<file path="src/rtl/vga_pkg.sv">
// Shared VGA timing defaults, pattern mode encoding and a counter-window helper.
package vga_pkg;

  localparam int DEF_H_ACTIVE = 640;
  localparam int DEF_H_FP     = 16;
  localparam int DEF_H_SYNC   = 96;
  localparam int DEF_H_BP     = 48;
  localparam int DEF_V_ACTIVE = 480;
  localparam int DEF_V_FP     = 10;
  localparam int DEF_V_SYNC   = 2;
  localparam int DEF_V_BP     = 33;

  typedef enum logic [2:0] {
    SOLID    = 3'd0,
    BARS     = 3'd1,
    CHECKER  = 3'd2,
    GRADIENT = 3'd3,
    SCROLL   = 3'd4,
    BOX      = 3'd5
  } mode_e;

  // True when lo <= cnt < lo+len; covers both the active region and the sync pulses.
  function automatic logic in_window(input int cnt, input int lo, input int len);
    return (cnt >= lo) && (cnt < lo + len);
  endfunction

endpackage

</file>
<file path="src/rtl/vga_timing.sv">
// Horizontal/vertical raster counters with combinational active, sync and line/frame-end decode.
// Outputs are unregistered; the consumer adds the single pipeline stage.
module vga_timing
  import vga_pkg::*;
#(
  parameter int H_ACTIVE = DEF_H_ACTIVE,
  parameter int H_FP     = DEF_H_FP,
  parameter int H_SYNC   = DEF_H_SYNC,
  parameter int H_BP     = DEF_H_BP,
  parameter int V_ACTIVE = DEF_V_ACTIVE,
  parameter int V_FP     = DEF_V_FP,
  parameter int V_SYNC   = DEF_V_SYNC,
  parameter int V_BP     = DEF_V_BP,
  parameter bit SYNC_POL = 1'b0,
  localparam int H_TOTAL = H_ACTIVE + H_FP + H_SYNC + H_BP,
  localparam int V_TOTAL = V_ACTIVE + V_FP + V_SYNC + V_BP,
  localparam int HW      = $clog2(H_TOTAL),
  localparam int VW      = $clog2(V_TOTAL)
) (
  input  logic          clk,
  input  logic          rst,
  output logic [HW-1:0] hcnt,
  output logic [VW-1:0] vcnt,
  output logic          active,
  output logic          hsync,
  output logic          vsync,
  output logic          line_end,
  output logic          frame_end
);

  always_ff @(posedge clk) begin
    if (rst) begin
      hcnt <= '0;
      vcnt <= '0;
    end else if (line_end) begin
      hcnt <= '0;
      vcnt <= frame_end ? '0 : vcnt + VW'(1);
    end else begin
      hcnt <= hcnt + HW'(1);
    end
  end

  always_comb begin
    line_end  = (hcnt == HW'(H_TOTAL - 1));
    frame_end = line_end && (vcnt == VW'(V_TOTAL - 1));
    active    = in_window(int'(hcnt), 0, H_ACTIVE) && in_window(int'(vcnt), 0, V_ACTIVE);
    hsync     = in_window(int'(hcnt), H_ACTIVE + H_FP, H_SYNC) ? SYNC_POL : ~SYNC_POL;
    vsync     = in_window(int'(vcnt), V_ACTIVE + V_FP, V_SYNC) ? SYNC_POL : ~SYNC_POL;
  end

endmodule

</file>
<file path="src/rtl/vga_pattern_engine.sv">
// VGA test-pattern generator: six patterns, mode latched at frame end, animated scroll and bouncing box.
// One register stage from raster counters to rgb/sync/de/frame_start outputs.
module vga_pattern_engine
  import vga_pkg::*;
#(
  parameter int H_ACTIVE   = DEF_H_ACTIVE,
  parameter int H_FP       = DEF_H_FP,
  parameter int H_SYNC     = DEF_H_SYNC,
  parameter int H_BP       = DEF_H_BP,
  parameter int V_ACTIVE   = DEF_V_ACTIVE,
  parameter int V_FP       = DEF_V_FP,
  parameter int V_SYNC     = DEF_V_SYNC,
  parameter int V_BP       = DEF_V_BP,
  parameter bit SYNC_POL   = 1'b0,
  parameter int COLOR_BITS = 2,
  parameter int CHK_SHIFT  = 5,
  parameter int GRAD_SHIFT = 7,
  parameter int BOX_SIZE   = 32
) (
  input  logic                    clk,
  input  logic                    rst,
  input  logic [2:0]              mode,
  input  logic [3*COLOR_BITS-1:0] color,
  input  logic                    pause,
  output logic [COLOR_BITS-1:0]   r,
  output logic [COLOR_BITS-1:0]   g,
  output logic [COLOR_BITS-1:0]   b,
  output logic                    hsync,
  output logic                    vsync,
  output logic                    de,
  output logic                    frame_start
);

  localparam int H_TOTAL = H_ACTIVE + H_FP + H_SYNC + H_BP;
  localparam int V_TOTAL = V_ACTIVE + V_FP + V_SYNC + V_BP;
  localparam int HW      = $clog2(H_TOTAL);
  localparam int VW      = $clog2(V_TOTAL);
  localparam int CB      = COLOR_BITS;
  localparam int BAR_W   = H_ACTIVE / 8;
  localparam int BPW     = (BAR_W > 1) ? $clog2(BAR_W) : 1;

  logic [HW-1:0]   hcnt;
  logic [VW-1:0]   vcnt;
  logic            active, hs_raw, vs_raw, line_end, frame_end;
  logic [2:0]      mode_r;
  logic [7:0]      frame;
  logic [HW-1:0]   bx;
  logic [VW-1:0]   by;
  logic            dx_neg, dy_neg;
  logic [BPW-1:0]  bar_pix;
  logic [2:0]      bar_idx;
  logic            scroll_on, in_box;
  logic [3*CB-1:0] pix;

  vga_timing #(
    .H_ACTIVE (H_ACTIVE), .H_FP (H_FP), .H_SYNC (H_SYNC), .H_BP (H_BP),
    .V_ACTIVE (V_ACTIVE), .V_FP (V_FP), .V_SYNC (V_SYNC), .V_BP (V_BP),
    .SYNC_POL (SYNC_POL)
  ) u_timing (
    .clk       (clk),
    .rst       (rst),
    .hcnt      (hcnt),
    .vcnt      (vcnt),
    .active    (active),
    .hsync     (hs_raw),
    .vsync     (vs_raw),
    .line_end  (line_end),
    .frame_end (frame_end)
  );

  // Mode, frame counter and box only move at frame end so a frame is never torn.
  always_ff @(posedge clk) begin
    if (rst) begin
      mode_r <= '0;
      frame  <= '0;
      bx     <= '0;
      by     <= '0;
      dx_neg <= 1'b0;
      dy_neg <= 1'b0;
    end else if (frame_end) begin
      mode_r <= mode;
      if (!pause) begin
        frame <= frame + 8'd1;
        if (!dx_neg && bx == HW'(H_ACTIVE - BOX_SIZE)) begin
          dx_neg <= 1'b1;
          bx     <= bx - HW'(1);
        end else if (dx_neg && bx == '0) begin
          dx_neg <= 1'b0;
          bx     <= bx + HW'(1);
        end else begin
          bx <= dx_neg ? bx - HW'(1) : bx + HW'(1);
        end
        if (!dy_neg && by == VW'(V_ACTIVE - BOX_SIZE)) begin
          dy_neg <= 1'b1;
          by     <= by - VW'(1);
        end else if (dy_neg && by == '0) begin
          dy_neg <= 1'b0;
          by     <= by + VW'(1);
        end else begin
          by <= dy_neg ? by - VW'(1) : by + VW'(1);
        end
      end
    end
  end

  // Bar index tracks hcnt without a divider: it advances every BAR_W pixels.
  always_ff @(posedge clk) begin
    if (rst || line_end) begin
      bar_pix <= '0;
      bar_idx <= '0;
    end else if (bar_pix == BPW'(BAR_W - 1)) begin
      bar_pix <= '0;
      bar_idx <= bar_idx + 3'd1;
    end else begin
      bar_pix <= bar_pix + BPW'(1);
    end
  end

  always_comb begin
    scroll_on = ((10'(hcnt) + 10'(vcnt) + 10'(frame)) & 10'h010) != 10'h000;
    in_box    = (int'(hcnt) >= int'(bx)) && (int'(hcnt) < int'(bx) + BOX_SIZE) &&
                (int'(vcnt) >= int'(by)) && (int'(vcnt) < int'(by) + BOX_SIZE);
    pix       = '0;
    if (active) begin
      case (mode_r)
        SOLID:    pix = color;
        BARS:     pix = {{CB{bar_idx[2]}}, {CB{bar_idx[1]}}, {CB{bar_idx[0]}}};
        CHECKER:  pix = {(3*CB){hcnt[CHK_SHIFT] ^ vcnt[CHK_SHIFT]}};
        GRADIENT: pix = {CB'(hcnt >> GRAD_SHIFT), CB'(vcnt >> GRAD_SHIFT), {CB{1'b0}}};
        SCROLL:   pix = scroll_on ? color : '0;
        BOX:      pix = in_box ? color : ~color;
        default:  pix = '0;
      endcase
    end
  end

  always_ff @(posedge clk) begin
    if (rst) begin
      r           <= '0;
      g           <= '0;
      b           <= '0;
      hsync       <= ~SYNC_POL;
      vsync       <= ~SYNC_POL;
      de          <= 1'b0;
      frame_start <= 1'b0;
    end else begin
      {r, g, b}   <= pix;
      hsync       <= hs_raw;
      vsync       <= vs_raw;
      de          <= active;
      frame_start <= (hcnt == '0) && (vcnt == '0);
    end
  end

endmodule

</file>
<file path="config.mk">
export PLATFORM = sky130hd
export DESIGN_NAME = vga_pattern_engine
export DESIGN_NICKNAME = d
export VERILOG_FILES = /design/src/rtl/vga_pkg.sv /design/src/rtl/vga_timing.sv /design/src/rtl/vga_pattern_engine.sv
export SDC_FILE = /design/constraint.sdc
export NUM_CORES = 1
export LEC_CHECK = 0
export BUFFER_PORTS_ARGS = -buffer_cell sky130_fd_sc_hd__buf_2
export CORE_MARGIN = 5
export CORE_UTILIZATION = 35
export CTS_CLUSTER_SIZE = 12
export DETAILED_ROUTE_END_ITERATION = 10
export SYNTH_ARGS = -nofsm -noshare
export SYNTH_HDL_FRONTEND = slang
export SYNTH_HIERARCHICAL = 1
export SYNTH_SLANG_ARGS = --single-unit
export TNS_END_PERCENT = 5
</file>
<file path="constraint.sdc">
create_clock -name clk -period 8.1 [get_ports clk]
set_clock_uncertainty 0.1 [all_clocks]
set_input_delay 0.81 -clock clk [delete_from_list [all_inputs] [get_ports clk]]
set_output_delay 0.81 -clock clk [all_outputs]
set_load 0.01 [all_outputs]
</file>
==> results of run 1 <==
## placed cells by master (no fill, tap or decap), drive strengths merged, types with 3 or more instances in the layout
cell and instances:
a211oi 6, a21oi 30, a221o 4, a31oi 4
and3 5, buf 22, clkbuf 11, clkinv 3
dfxtp 70, fa 3, ha 48, inv 34
mux2i 10, nand2 38, nand2b 5, nand3 24
nand3b 4, nand4 19, nor2 61, nor2b 10
nor3 18, nor3b 5, nor4 15, o21ai 25
o31ai 4, o41ai 3, or3 5, or4 5
xnor2 33, xor2 20
## metrics by stage
stage	setup WS, ps	instance area [um^2]
2_1_floorplan	4710	4670
3_3_place_gp	4340	4930
3_5_place_dp	4220	4930
4_1_cts	4190	5250
5_1_grt	3900	5250
6_report	4160	5250
## logic make-up (layout without fill, tap and decap cells)
| kind of cell | after synthesis | after routing | synth area share |
|---|---|---|---|
| simple gates | 229 | 229 | 0.262 |
| compound gates | 92 | 92 | 0.133 |
| flops | 70 | 70 | 0.300 |
| xor+xnor | 53 | 53 | 0.0995 |
| fa+ha+maj | 51 | 51 | 0.142 |
| buf+inv | 50 | 72 | 0.0429 |
| mux | 10 | 10 | 0.0214 |
## power groups by stage
| stage | clock network (mW) | logic (mW) | registers (mW) |
|---|---|---|---|
| 5_1_grt | 0.452 | 0.0562 | 0.357 |
| 3_3_place_gp | 0 | 0.0499 | 0.363 |
| 2_1_floorplan | 0 | 0.0345 | 0.363 |
| 4_1_cts | 0.438 | 0.0507 | 0.356 |
| 3_5_place_dp | 0 | 0.0503 | 0.364 |
| 6_report | 0.428 | 0.0497 | 0.356 |
## path summary, 6_finish.rpt
path,cells after the start,startpoint,to,slack [ps]
worst max-delay path,11,u_timing/hcnt[0],by[8],4160
worst max register to register,11,u_timing/hcnt[0],by[8],4160
worst min register to register,1,bar_pix[0],bar_pix[0],350
worst min-delay path,1,bar_pix[0],bar_pix[0],350
## area by class of cell
class	instances	area, um^2	share of cell area
Clock buffer	11	243	0.0462
Clock inverter	5	82.6	0.0157
Inverter	34	128	0.0243
Multi-Input combinational cell	435	3070	0.584
Sequential cell	70	1400	0.267
Tap cell	176	220	0.0419
Timing Repair Buffer	22	113	0.0214
## state kept, by name, indices dropped and copies added (netlist names)
name	cells
dy_neg	1
r	2
bx	10
frame	5
frame_start	1
by	10
dx_neg	1
bar_idx	3
mode_r	3
bar_pix	7
u_timing/hcnt	10
vsync	1
hsync	1
b	2
de	1
g	2
u_timing/vcnt	10
## layer usage
layer	vias up	track usage	share of wire
met5	-	0	0
met4	0	0.0561	0.019
met3	14	0.0341	0.041
met2	68	0.216	0.44
met1	1869	0.180	0.50
li1	2022	-	-
==> results.json, run 1 <==
{
  "report.final.hold_viol_count": 0,
  "timing.critical_path.max_delay_family": "simple AND/OR/NAND/NOR gates",
  "drt_via_density": 5.28,
  "yosysWarningCount": 6,
  "clk_path_buf_depth": 2,
  "drt.antenna.violating_nets": 0,
  "netlist-cell-type-count": 62,
  "post-synth-top-area-fraction": 0.300,
  "antennaDiodeCount": 0,
  "worst_pin_slew_ps": 1000,
  "cts_root_buffer": "sky130_fd_sc_hd__clkbuf_16",
  "clock_slew_at_the_register_clock_pins_of_the_worst_setup_and_hold_paths_ps": 50,
  "num_io_pins": 22,
  "cellPowerDensity_nw_per_um2": 159,
  "htreeDepth": 3,
  "synth_sequential_area_ratio": 0.300,
  "critical_path.endpoint_type": "register",
  "row_count": 42,
  "sequentialPowerShare": 0.427,
  "synthTopCellsByCount": "sky130_fd_sc_hd__dfxtp_1 (70), sky130_fd_sc_hd__nor2_1 (61), sky130_fd_sc_hd__ha_1 (48), sky130_fd_sc_hd__nand2_1 (38), sky130_fd_sc_hd__xnor2_1 (33)",
  "place_congestion": 0.805,
  "startpoint_type": "register",
  "post_cts_resized": 0,
  "fin_hold_ws_ps": 350,
  "cts.hold.buffers_added": 0,
  "final_net_count": 635,
  "worst-endpoint-required_ps": 8190,
  "clock_sinks": 70,
  "internal_power_mw": 0.649,
  "placeableCoreArea_um2": 13100,
  "maximum_number_of_pins_on_one_net_before_global_route_repair": 48,
  "finalMaxSlewViolations": 0,
  "grt_antenna_before_repair": 0,
  "post-route-min-period_ps": 3940,
  "synth_enable_flop_cells": 0,
  "critical_path_cell_by_cell": "ha_1, nand4_1, or3_1, nor2_1, nor2b_1, buf_4, nand4_1, or4b_1, o31ai_2, xnor2_1, nor2_1",
  "timing_worst_setup_path_type": "reg -> reg",
  "area.growth.synth_to_final_pct": 12.5,
  "die_height_um": 125,
  "switching_power_mw": 0.184,
  "wire_length_of_the_first_global_routing_pass_um": 17900,
  "number_of_vias_after_detailed_routing": 3973,
  "drt_iter0_markers": 173,
  "design.die.area_um2": 15700,
  "totalNegativeSetupSlack_ps": 0,
  "rsz_0062_raised_after_global_routing": "false",
  "syn_avg_cell_area_um2": 8.41,
  "holdCritPathClass": "reg -> reg",
  "global_route.usage.total": 0.138,
  "post_synth_inst_count": 555,
  "nets_in_the_synthesized_netlist": 618,
  "utilization": 0.400,
  "cellLeakagePower_nw": 2.01,
  "status": "finished, final reports clean",
  "grt_pass1_vias": 3699,
  "leading_cell_type_by_number_of_instances_after_synthesis": "sky130_fd_sc_hd__dfxtp_1",
  "fmaxAchievable_mhz": 254,
  "cts_made_buffers": 9,
  "worst_ir_drop_vdd_mv": 0.103,
  "detail_placement_hpwl_um": 7890,
  "synth_top_cells_by_area": "sky130_fd_sc_hd__dfxtp_1 (30%), sky130_fd_sc_hd__ha_1 (13%), sky130_fd_sc_hd__xnor2_1 (6.2%), sky130_fd_sc_hd__nor2_1 (4.9%), sky130_fd_sc_hd__xor2_1 (3.8%)",
  "postRouteWirelength_um": 10500,
  "max-slew-margin-rel": 0.331,
  "synth_seq_cells": 70,
  "slowest_delay_ps": 610,
  "fill_cells": 1323,
  "placement.io_buffers": 21,
  "floorplan.initialDensity": 0.355,
  "synthesis.area_um2": 4670,
  "fin_cells": 753,
  "synthDominantAreaCellType": "sky130_fd_sc_hd__dfxtp_1",
  "critPathSlowestCell": "sky130_fd_sc_hd__or3_1",
  "routed_wire_length_per_instance_um": 14.0,
  "die_w_um": 125,
  "drive_gt1_frac": 0.0953,
  "cell_count_post_placement": 737,
  "timing.final.crit_share": 0.486,
  "final-setup-viol-count": 0,
  "postCtsSetupBuffers": 0,
  "firstDrtPassIters": 4,
  "grt_overflow": 0,
  "clkPwrFrac": 0.513,
  "critPathArrivalTime_ps": 4030,
  "postSynth.asyncResetShare": 0,
  "route.detailed.drc": 0,
  "totalPowerFinal_mw": 0.834,
  "synth_ff_type": "sky130_fd_sc_hd__dfxtp_1",
  "cts_tree": "done",
  "netSwitchingFraction": 0.221,
  "critical_path_peak_fanout": 17,
  "drv_cap": 0,
  "later_pin_clock_latency_in_the_skew_report_ps": 350,
  "comb_power_share": 0.060,
  "cp_num_buf_inv": 1
}
Power figures use the tool's default switching activity.
==> run 2, diff against run 1 <==
Clock period 8.1 ns to 3.9 ns, I/O delays scaled along.
==> results.json, run 2 (synthesis results as in run 1) <==
{
  "status": "finished, final reports clean",
  "fin_hold_ws_ps": 186,
  "netSwitchingFraction": 0.248,
  "clkPwrFrac": 0.502,
  "max-slew-margin-rel": 0.383,
  "drt_iter0_markers": 240,
  "layout.cells.most_common_list": "sky130_fd_sc_hd__dfxtp_1 (70), sky130_fd_sc_hd__nor2_1 (61), sky130_fd_sc_hd__ha_1 (48), sky130_fd_sc_hd__nand2_1 (38), sky130_fd_sc_hd__xnor2_1 (33)",
  "holdCritPathClass": "in -> reg",
  "design.die.area_um2": 15700,
  "firstDrtPassIters": 5,
  "htreeDepth": 3,
  "die_w_um": 125,
  "clock_sinks": 70,
  "final_net_count": 645,
  "clk_path_buf_depth": 2,
  "post-route-min-period_ps": 3450,
  "wire_length_of_the_first_global_routing_pass_um": 18500,
  "cts_tree": "done",
  "clock_slew_at_the_register_clock_pins_of_the_worst_setup_and_hold_paths_ps": 60,
  "final_common_cell": "sky130_fd_sc_hd__dfxtp_1",
  "floorplan.initialDensity": 0.355,
  "grt_antenna_before_repair": 0,
  "row_count": 42,
  "drv_cap": 0,
  "post_cts_resized": 0,
  "final-setup-viol-count": 0,
  "route.detailed.drc": 0,
  "routed_wire_length_per_instance_um": 14.5,
  "grt_pass1_vias": 3880,
  "detail_placement_hpwl_um": 8140,
  "sequentialPowerShare": 0.436,
  "drt.antenna.violating_nets": 0,
  "critical_path.endpoint_type": "register",
  "finalMaxSlewViolations": 0,
  "comb_power_share": 0.062,
  "placeableCoreArea_um2": 13100,
  "number_of_vias_after_detailed_routing": 4051,
  "grt_overflow": 0,
  "die_height_um": 125,
  "postRouteWirelength_um": 11100,
  "cell_count_post_placement": 747,
  "fin_cells": 763,
  "area.growth.synth_to_final_pct": 13.8,
  "drive_gt1_frac": 0.112,
  "worst_pin_slew_ps": 925,
  "cts_root_buffer": "sky130_fd_sc_hd__clkbuf_16",
  "totalNegativeSetupSlack_ps": 0,
  "cellPowerDensity_nw_per_um2": 319,
  "placement.io_buffers": 21,
  "num_io_pins": 22,
  "postCtsSetupBuffers": 0,
  "worst-endpoint-required_ps": 3990,
  "antennaDiodeCount": 0,
  "later_pin_clock_latency_in_the_skew_report_ps": 340,
  "maximum_number_of_pins_on_one_net_before_global_route_repair": 48,
  "drt_via_density": 5.31,
  "cts_made_buffers": 9,
  "internal_power_mw": 1.27,
  "cts.hold.buffers_added": 0,
  "timing_worst_setup_path_type": "reg -> reg",
  "global_route.usage.total": 0.142,
  "critPathArrivalTime_ps": 3540,
  "rsz_0062_raised_after_global_routing": "false",
  "worst_ir_drop_vdd_mv": 0.186,
  "critical_path_peak_fanout": 16,
  "startpoint_type": "register",
  "report.final.hold_viol_count": 0,
  "timing.final.crit_share": 0.886,
  "cellLeakagePower_nw": 2.05,
  "fmaxAchievable_mhz": 290,
  "switching_power_mw": 0.420,
  "place_congestion": 0.843
}
run 2: layout make-up:
type / count / area, um^2
Clock buffer: 9 / 225
Clock inverter: 7 / 81.3
Fill cell: 1331 / 7830
Inverter: 34 / 128
Multi-Input combinational cell: 435 / 3070
Sequential cell: 70 / 1400
Tap cell: 176 / 220
Timing Repair Buffer: 32 / 188
run 2: stage by stage:
stage / worst slack [ps] / total power, mW / cell area (um^2) / utilization
finish: 446 / 1.70 / 5310 / 0.404
global route: 143 / 1.76 / 5310 / 0.404
CTS: 498 / 1.71 / 5310 / 0.404
detailed placement: 522 / 0.861 / 5000 / 0.381
global placement: 636 / 0.857 / 5000 / 0.381
floorplan: 510 / 0.826 / 4670 / -
run 2: routing by layer:
| metal | up-vias | share of wire | track usage |
|---|---|---|---|
| li1 | 2044 | - | - |
| met1 | 1893 | 0.46 | 0.181 |
| met2 | 96 | 0.46 | 0.234 |
| met3 | 18 | 0.053 | 0.0358 |
| met4 | 0 | 0.022 | 0.0517 |
| met5 | - | 0 | 0 |
run 2: worst max-delay path, stage by stage, from the launching register on:
cell                      delay, ps
sky130_fd_sc_hd__dfxtp_1        480
sky130_fd_sc_hd__or3b_1         480
sky130_fd_sc_hd__or3_1          550
sky130_fd_sc_hd__nor2_1         310
sky130_fd_sc_hd__nor2b_1        230
sky130_fd_sc_hd__buf_4          240
sky130_fd_sc_hd__nand2_1         70
sky130_fd_sc_hd__nor3_1         190
sky130_fd_sc_hd__nand2_1        110
sky130_fd_sc_hd__o41ai_1        320
sky130_fd_sc_hd__xnor2_1        160
sky130_fd_sc_hd__nor2_1          50
run 2: worst paths after layout:
check	start	end	slack, ps	cells after the start
max reg2reg	u_timing/hcnt[9]	by[9]	450	11
min	mode[2]	mode_r[2]	190	3
min reg2reg	bar_pix[0]	bar_pix[0]	350	1
max	u_timing/hcnt[9]	by[9]	450	11
run 2: power by group through the flow:
stage	clock [mW]	combinational [mW]	sequential, mW
detailed placement	0	0.105	0.755
global route	0.899	0.118	0.740
CTS	0.863	0.106	0.739
finish	0.851	0.105	0.739
floorplan	0	0.0716	0.755
global placement	0	0.103	0.754
